==> config.mk <==
export PLATFORM = sky130hd
export DESIGN_NAME = sub16_pipe
export DESIGN_NICKNAME = d
export VERILOG_FILES = /design/src/rtl/sub16_pipe.sv
export SDC_FILE = /design/constraint.sdc
export NUM_CORES = 1
export LEC_CHECK = 0
export ABC_AREA = 1
export BUFFER_PORTS_ARGS = -buffer_cell sky130_fd_sc_hd__buf_2
export CAP_MARGIN = 40
export CORE_AREA = 10 10 100 102
export DETAILED_ROUTE_END_ITERATION = 7
export DIE_AREA = 0 0 110 112
export GPL_TIMING_DRIVEN = 0
export PLACE_DENSITY = 0.78
export SYNTH_ARGS = -nofsm -noshare
export SYNTH_HDL_FRONTEND = slang
export SYNTH_SLANG_ARGS = --single-unit
==> constraint.sdc <==
create_clock -name clk -period 1.85 [get_ports clk]
set_input_delay 0 -clock clk [delete_from_list [all_inputs] [get_ports clk]]
set_output_delay 0 -clock clk [all_outputs]
set_load 0.03 [all_outputs]
==> src/rtl/sub16_pipe.sv <==
// -----------------------------------------------------------------------------
// sub16_pipe
//   Four-stage pipelined 16-bit subtractor with valid/ready handshakes on both
//   sides. D = A - B - bin (mod 2^16) is computed as A + ~B + ~bin, one 4-bit
//   carry-lookahead nibble per stage, with the carry passed between stages in
//   registers. S4 is the output register.
//
// Ports
//   clk        rising-edge clock
//   rst_n      asynchronous active-low reset
//   in_valid   upstream offers {A, B, bin}
//   in_ready   block accepts the operand set on this cycle
//   A, B       16-bit minuend / subtrahend
//   bin        borrow-in
//   out_valid  S4 holds a valid result
//   out_ready  downstream consumes the result
//   D          difference
//   bout       borrow-out (unsigned A < B + bin)
//   ovf        signed overflow
//   zero       D == 0
// -----------------------------------------------------------------------------
module sub16_pipe (
    input  logic        clk,
    input  logic        rst_n,
    input  logic        in_valid,
    output logic        in_ready,
    input  logic [15:0] A,
    input  logic [15:0] B,
    input  logic        bin,
    output logic        out_valid,
    input  logic        out_ready,
    output logic [15:0] D,
    output logic        bout,
    output logic        ovf,
    output logic        zero
);

    // 4-bit carry-lookahead adder; returns {carry_out, sum}.
    function automatic logic [4:0] cla4(input logic [3:0] a,
                                        input logic [3:0] b_n,
                                        input logic       c0);
        logic [3:0] g;
        logic [3:0] p;
        logic [4:0] c;
        g    = a & b_n;
        p    = a ^ b_n;
        c[0] = c0;
        c[1] = g[0] | (p[0] & c0);
        c[2] = g[1] | (p[1] & g[0]) | (p[1] & p[0] & c0);
        c[3] = g[2] | (p[2] & g[1]) | (p[2] & p[1] & g[0]) | (p[2] & p[1] & p[0] & c0);
        c[4] = g[3] | (p[3] & g[2]) | (p[3] & p[2] & g[1]) | (p[3] & p[2] & p[1] & g[0])
             | (p[3] & p[2] & p[1] & p[0] & c0);
        return {c[4], p ^ c[3:0]};
    endfunction

    // Stage registers: each stage keeps only the operand nibbles still to be
    // summed, the difference nibbles already produced, and the running carry.
    logic        s1_v_q, s1_v_d, s1_c_q, s1_c_d;
    logic [3:0]  s1_d_q, s1_d_d;
    logic [11:0] s1_a_q, s1_a_d, s1_b_q, s1_b_d;

    logic        s2_v_q, s2_v_d, s2_c_q, s2_c_d;
    logic [7:0]  s2_d_q, s2_d_d;
    logic [7:0]  s2_a_q, s2_a_d, s2_b_q, s2_b_d;

    logic        s3_v_q, s3_v_d, s3_c_q, s3_c_d;
    logic [11:0] s3_d_q, s3_d_d;
    logic [3:0]  s3_a_q, s3_a_d, s3_b_q, s3_b_d;

    logic        s4_v_q, s4_v_d;
    logic [15:0] s4_d_q, s4_d_d;
    logic        s4_bout_q, s4_bout_d, s4_ovf_q, s4_ovf_d, s4_zero_q, s4_zero_d;

    // Per-stage nibble results.
    logic [4:0]  nib0, nib1, nib2, nib3;
    logic [15:0] d_full;

    assign nib0   = cla4(A[3:0],  ~B[3:0],  ~bin);
    assign nib1   = cla4(s1_a_q[3:0], ~s1_b_q[3:0], s1_c_q);
    assign nib2   = cla4(s2_a_q[3:0], ~s2_b_q[3:0], s2_c_q);
    assign nib3   = cla4(s3_a_q,      ~s3_b_q,      s3_c_q);
    assign d_full = {nib3[3:0], s3_d_q};

    // Handshake: a stage advances when it holds data and the stage after it is
    // empty or advancing on the same edge. The chain starts at the output.
    logic adv1, adv2, adv3, adv4, in_fire;

    assign adv4     = s4_v_q & out_ready;
    assign adv3     = s3_v_q & (~s4_v_q | adv4);
    assign adv2     = s2_v_q & (~s3_v_q | adv3);
    assign adv1     = s1_v_q & (~s2_v_q | adv2);
    assign in_ready = ~s1_v_q | adv1;
    assign in_fire  = in_valid & in_ready;

    // NOTE: every *_d gets its hold value first so no path leaves a latch.
    always_comb begin
        s1_v_d = in_fire | (s1_v_q & ~adv1);
        s1_c_d = s1_c_q;  s1_d_d = s1_d_q;  s1_a_d = s1_a_q;  s1_b_d = s1_b_q;
        s2_v_d = adv1 | (s2_v_q & ~adv2);
        s2_c_d = s2_c_q;  s2_d_d = s2_d_q;  s2_a_d = s2_a_q;  s2_b_d = s2_b_q;
        s3_v_d = adv2 | (s3_v_q & ~adv3);
        s3_c_d = s3_c_q;  s3_d_d = s3_d_q;  s3_a_d = s3_a_q;  s3_b_d = s3_b_q;
        s4_v_d    = adv3 | (s4_v_q & ~adv4);
        s4_d_d    = s4_d_q;
        s4_bout_d = s4_bout_q;
        s4_ovf_d  = s4_ovf_q;
        s4_zero_d = s4_zero_q;

        if (in_fire) begin
            s1_c_d = nib0[4];
            s1_d_d = nib0[3:0];
            s1_a_d = A[15:4];
            s1_b_d = B[15:4];
        end
        if (adv1) begin
            s2_c_d = nib1[4];
            s2_d_d = {nib1[3:0], s1_d_q};
            s2_a_d = s1_a_q[11:4];
            s2_b_d = s1_b_q[11:4];
        end
        if (adv2) begin
            s3_c_d = nib2[4];
            s3_d_d = {nib2[3:0], s2_d_q};
            s3_a_d = s2_a_q[7:4];
            s3_b_d = s2_b_q[7:4];
        end
        if (adv3) begin
            // Borrow is the inverted carry; overflow compares operand and
            // result sign bits (s3_a_q[3] / s3_b_q[3] are A[15] / B[15]).
            s4_d_d    = d_full;
            s4_bout_d = ~nib3[4];
            s4_ovf_d  = (s3_a_q[3] != s3_b_q[3]) && (nib3[3] != s3_a_q[3]);
            s4_zero_d = (d_full == 16'h0000);
        end
    end

    // NOTE: the whole datapath is reset (not just valids) so the outputs read
    // as zero during reset; sequential state uses non-blocking assignments.
    always_ff @(posedge clk or negedge rst_n) begin
        if (!rst_n) begin
            s1_v_q <= 1'b0;  s1_c_q <= 1'b0;  s1_d_q <= '0;  s1_a_q <= '0;  s1_b_q <= '0;
            s2_v_q <= 1'b0;  s2_c_q <= 1'b0;  s2_d_q <= '0;  s2_a_q <= '0;  s2_b_q <= '0;
            s3_v_q <= 1'b0;  s3_c_q <= 1'b0;  s3_d_q <= '0;  s3_a_q <= '0;  s3_b_q <= '0;
            s4_v_q    <= 1'b0;
            s4_d_q    <= '0;
            s4_bout_q <= 1'b0;
            s4_ovf_q  <= 1'b0;
            s4_zero_q <= 1'b0;
        end else begin
            s1_v_q <= s1_v_d;  s1_c_q <= s1_c_d;  s1_d_q <= s1_d_d;  s1_a_q <= s1_a_d;  s1_b_q <= s1_b_d;
            s2_v_q <= s2_v_d;  s2_c_q <= s2_c_d;  s2_d_q <= s2_d_d;  s2_a_q <= s2_a_d;  s2_b_q <= s2_b_d;
            s3_v_q <= s3_v_d;  s3_c_q <= s3_c_d;  s3_d_q <= s3_d_d;  s3_a_q <= s3_a_d;  s3_b_q <= s3_b_d;
            s4_v_q    <= s4_v_d;
            s4_d_q    <= s4_d_d;
            s4_bout_q <= s4_bout_d;
            s4_ovf_q  <= s4_ovf_d;
            s4_zero_q <= s4_zero_d;
        end
    end

    assign out_valid = s4_v_q;
    assign D         = s4_d_q;
    assign bout      = s4_bout_q;
    assign ovf       = s4_ovf_q;
    assign zero      = s4_zero_q;

endmodule

# [Word level (Yosys, flattened, before mapping)]
# Index checks and enable logic that the tools add are counted.
[word_totals] ff_bits=98 word_cells=171 out_inout_bits=21
[op_classes] bitwise=147 n_reduce_logical=2 eq_ne=2
[ops] operator="$and 1x1->1" count=73
[ops] operator="$or 1x1->1" count=48
[ops] operator="$xor 4x4->4" count=8
[ops] operator="$and 4x4->4" count=4
[ops] operator="$logic_not 16->1" count=1
[ops] operator="$not 4->4" count=4
[ops] operator="$not 1->1" count=10
[ops] operator="$ne 1x1->1" count=2
[ops] operator="$logic_and 1x1->1" count=1

# [Logic depth before layout (Yosys ltp)]
[depth] ltp_word=10 depth_mapped=10

# [Worst setup path before layout]
# OpenSTA, ideal clock, no wires.
[synth_path] path_type="flip-flop to flip-flop" startpoint="register s3_c_q" endpoint="register s4_zero_q (netlist: zero)" t_arrival_ns=1.301 setup_slack_ns=0.483 stages_incl_launch_ff=9 synth_period_minus_slack_ns=1.367 setup_ns=0.065 path_buffers=0 path_cell_list="dfrtp_1 > fa_1 > inv_1 > nand2_1 > nor2_1 > nand3_1 > nor2_1 > nand2_1 > nand2_1"
[synth_via] word_cells_on_any_way=8
[synth_rtl] element="from (decl)" line_no="66" source="logic s3_v_q, s3_v_d, s3_c_q, s3_c_d;"
[synth_rtl] element="from (signal assigned)" line_no="143" source="s3_v_q <= 1'b0; s3_c_q <= 1'b0; s3_d_q <= '0; s3_a_q <= '0; s3_b_q <= '0;"
[synth_rtl] element="from (signal assigned)" line_no="152" source="s3_v_q <= s3_v_d; s3_c_q <= s3_c_d; s3_d_q <= s3_d_d; s3_a_q <= s3_a_d; s3_b_q <= s3_b_d;"
[synth_rtl] element="$xor 4x4->4" line_no="53" source="return {c[4], p ^ c[3:0]};"
[synth_rtl] element="named net d_full[12]" line_no="76" source="logic [15:0] d_full;"
[synth_rtl] element="$logic_not 16->1" line_no="133" source="s4_zero_d = (d_full == 16'h0000);"
[synth_rtl] element="to (signal assigned)" line_no="157" source="s4_zero_q <= s4_zero_d;"
[synth_rtl] element="to (decl)" line_no="72" source="logic s4_bout_q, s4_bout_d, s4_ovf_q, s4_ovf_d, s4_zero_q, s4_zero_d;"
# The timed path passes the listed nets, and every way through them passes these cells.
# A chain may end at the register's enable or synchronous reset.

# [Worst setup path in the final report]
[layout_path] startpoint="register s3_b_q[0]" endpoint="register s4_zero_q (netlist: zero)"
[layout_via] word_cells_on_any_way=17
[layout_rtl] element="from (decl)" line_no="68" source="logic [3:0] s3_a_q, s3_a_d, s3_b_q, s3_b_d;"
[layout_rtl] element="from (signal assigned)" line_no="143"
[layout_rtl] element="from (signal assigned)" line_no="152"
[layout_rtl] element="$not 4->4" line_no="81" source="assign nib3 = cla4(s3_a_q, ~s3_b_q, s3_c_q);"
[layout_rtl] element="$xor 4x4->4" line_no="46" source="p = a ^ b_n;"
[layout_rtl] element="$xor 4x4->4" line_no="53"
[layout_rtl] element="named net d_full[12]" line_no="76"
[layout_rtl] element="$logic_not 16->1" line_no="133"
# The timed path passes the listed nets, and every way through them passes these cells.

==> flow_summary.ini <==
[run_status]
status = finished, final reports clean

[clock_tree]
h-tree-depth = 3
numCtsBuffers = 9
cts_resized = 0
cts-root-buf = clkbuf_8
clk_pin_slew_worst_paths_ns = 0.09
ctsLongestPathBuffers = 2
ctsHoldBuffers = 28
post_cts_buffers = 0
cts.sinks = 98
cts_tree = built
clock_latency_ns = 0.36

[sta]
tightest_slew_ns = 0.759
setup_viol = 0
grt_setup_unrepaired = no
max_freq_mhz = 661
hold_ws_ns = 0.00996
drv_slew = 0
finalHoldViolCount = 0
finalClockSkew_ns = 0.00586
min_period_over_period_pct = 81.8
fin_crit_ns = 1.51
relSlewSlack_pct = 49.4

[critical_path]
crit_fanout = 3
critPathKind = reg -> reg
cp-end-kind = flip-flop
crit_path_start_kind = flip-flop
crit_required_ns = 2.16
crit_arrival_ns = 1.82

[power_and_ir_drop]
finalPower_w = 0.00690
peakVddDrop_uv = 545
seqPwrFrac_pct = 45.2
swShare_pct = 38.1
p_int_w = 0.00427
leakage_nw = 2.89
p_per_area_nw_per_um2 = 1270
p_comb_share_pct = 35.1
clockPowerShare_pct = 19.7
switchingPower_w = 0.00263

[final_layout]
diodes = 0
fin_util_pct = 67.5
stdcell_count = 732
final_cell_mix = nand2_1, dfrtp_1, buf_2
fin_nets = 680
drive_gt1_share_pct = 14.8
syn_to_final_growth_pct = 20.2
layout_commonest_cell = nand2_1

[synth]
synthesis.area_um2 = 4520
ys_types = 23
synthXorXnorAreaFrac_pct = 0.581
synth-compound-area-share_pct = 8.17
syn_inst = 526
ys_ff_latch = 98
synth_mux_area_share_pct = 0
synth_nets = 583
synth_fa_ha_area_share_pct = 6.20
yosys.area_share.simple_pct = 23.1
yosysWarnings = 0
syn-mean-instance-area_um2 = 8.59
ys_seq_area_share_pct = 54.3
synth_top_family_by_area = simple AND/OR/NAND/NOR gates

[routing]
wl_per_cell_um = 12.9
vias_per_cell = 5.01
wirelength_um = 9430
drt-initial-drc-count = 167
firstDrtPassIters = 5
antenna_left = 0
drc = 0
dr_total_vias = 3665

[global_routing]
antenna_found_initial = 0
grt_overflow = 0
grt_pass1_wl_um = 16500
grt_pass1_vias = 3742
grt_max_degree = 62
gr-usage-all-layers_pct = 16.3

[flow_run]
maxCapViolCount = 0

[place]
place_inst = 689
dp_hpwl_um = 6840
io_buffers = 57
place_congestion = 0.833

[floorplan]
start_util_pct = 56.1
pin_count = 58
die-area_um2 = 12300
core.rowCount = 33
dieWidth_um = 110
core-area_um2 = 8050
die_h_um = 112

[hold_path]
hold_class = in -> reg
==> Yosys cell counts <==
library cell  instances  share of area, %
nor2_1               15               1.2
nand3b_1              6               1.0
clkbuf_1              1             0.083
dfrtp_1              98                54
clkinv_4              1              0.19
nand2_1             198                16
buf_6                 4               1.0
nor3b_1               1              0.17
xnor2_1               3              0.58
nand4_1               7              0.97
nor2_4                1              0.25
nand4_2               1              0.28
a31oi_1               1              0.14
fa_1                  4               1.8
o21ai_1              10               1.1
a21oi_1              11               1.2
o21ai_2               2              0.39
inv_1                62               5.1
nor2_2                1              0.14
nand3_1              24               2.7
o21ai_0              48               5.3
ha_1                 16               4.4
buf_2                11               1.2
==> area by class of cell <==
cell class / instances / area [um^2]
flip-flops and latches: 98 / 2450
multi-input cells: 349 / 1720
repair buffers: 86 / 588
clock buffers: 11 / 141
plain buffers: 16 / 104
inverters: 63 / 241
clock inverters: 4 / 52.6
fillers: 640 / 2620
well taps: 105 / 131
==> through the flow <==
step | cell area (um^2) | worst slack, ns | setup TNS, ns
5_1_grt | 5430 | 0.153 | 0
4_1_cts | 5430 | 0.338 | 0
2_1_floorplan | 4520 | 0.483 | 0
3_3_place_gp | 4940 | -0.104 | -9.64
6_report | 5430 | 0.336 | 0
3_5_place_dp | 4960 | 0.369 | 0
==> final timing paths <==
kind	from	to	slack, ns	cells after the start
max in group asynchronous	rst_n	s1_c_q	0.94	3
worst max register to register	s3_b_q[0]	zero	0.34	9
worst min-delay path	bin	s1_d_q[0]	0.01	3
worst min register to register	D[5]	D[5]	0.48	2
min in group asynchronous	rst_n	D[15]	0.25	2
worst max-delay path	s3_b_q[0]	zero	0.34	9
==> metal layers <==
metal	global-route usage (%)	vias to the layer above	wire, um
met2	26.8	89	4480
met4	6.42	0	206
met1	20.0	1706	4300
met5	0	-	0
li1	-	1847	-
met3	3.98	23	452
==> kinds of logic after synthesis <==
family	Yosys count
xor gates and xnor gates	3
and+or+nand+nor	254
buffers and inverters	79
adders and majority gates	20
AOI/OAI and AO/OA	72
DFF	98
==> state kept, by name, summed over array words and instances (netlist names) <==
signal     count
s1_v_q         1
s1_b_q        12
s3_d_q        12
s3_a_q         4
ovf            1
D             16
s2_v_q         1
out_valid      1
bout           1
s1_c_q         1
s2_a_q         8
s2_b_q         8
s2_d_q         8
s1_d_q         4
s3_v_q         1
zero           1
s1_a_q        12
s2_c_q         1
s3_b_q         4
s3_c_q         1
==> power by group through the flow <==
| stage | sequential (W) | clock, W | combinational (W) |
|---|---|---|---|
| global route | 0.00320 | 0.00148 | 0.00276 |
| floorplan | 0.00342 | 0 | 0.00139 |
| CTS | 0.00311 | 0.00139 | 0.00243 |
| global placement | 0.00312 | 0 | 0.00227 |
| detailed placement | 0.00315 | 0 | 0.00237 |
| finish | 0.00312 | 0.00136 | 0.00242 |
==> critical path, stage by stage (launching register included) <==
cell and delay [ns]:
dfrtp_1 0.38, inv_1 0.12, fa_1 0.42, inv_1 0.08, nand2_1 0.06, nor2_1 0.10, nand3_1 0.08, nor2_1 0.11
nand2_1 0.06, nand2_1 0.05
Power figures use the tool's default switching activity.
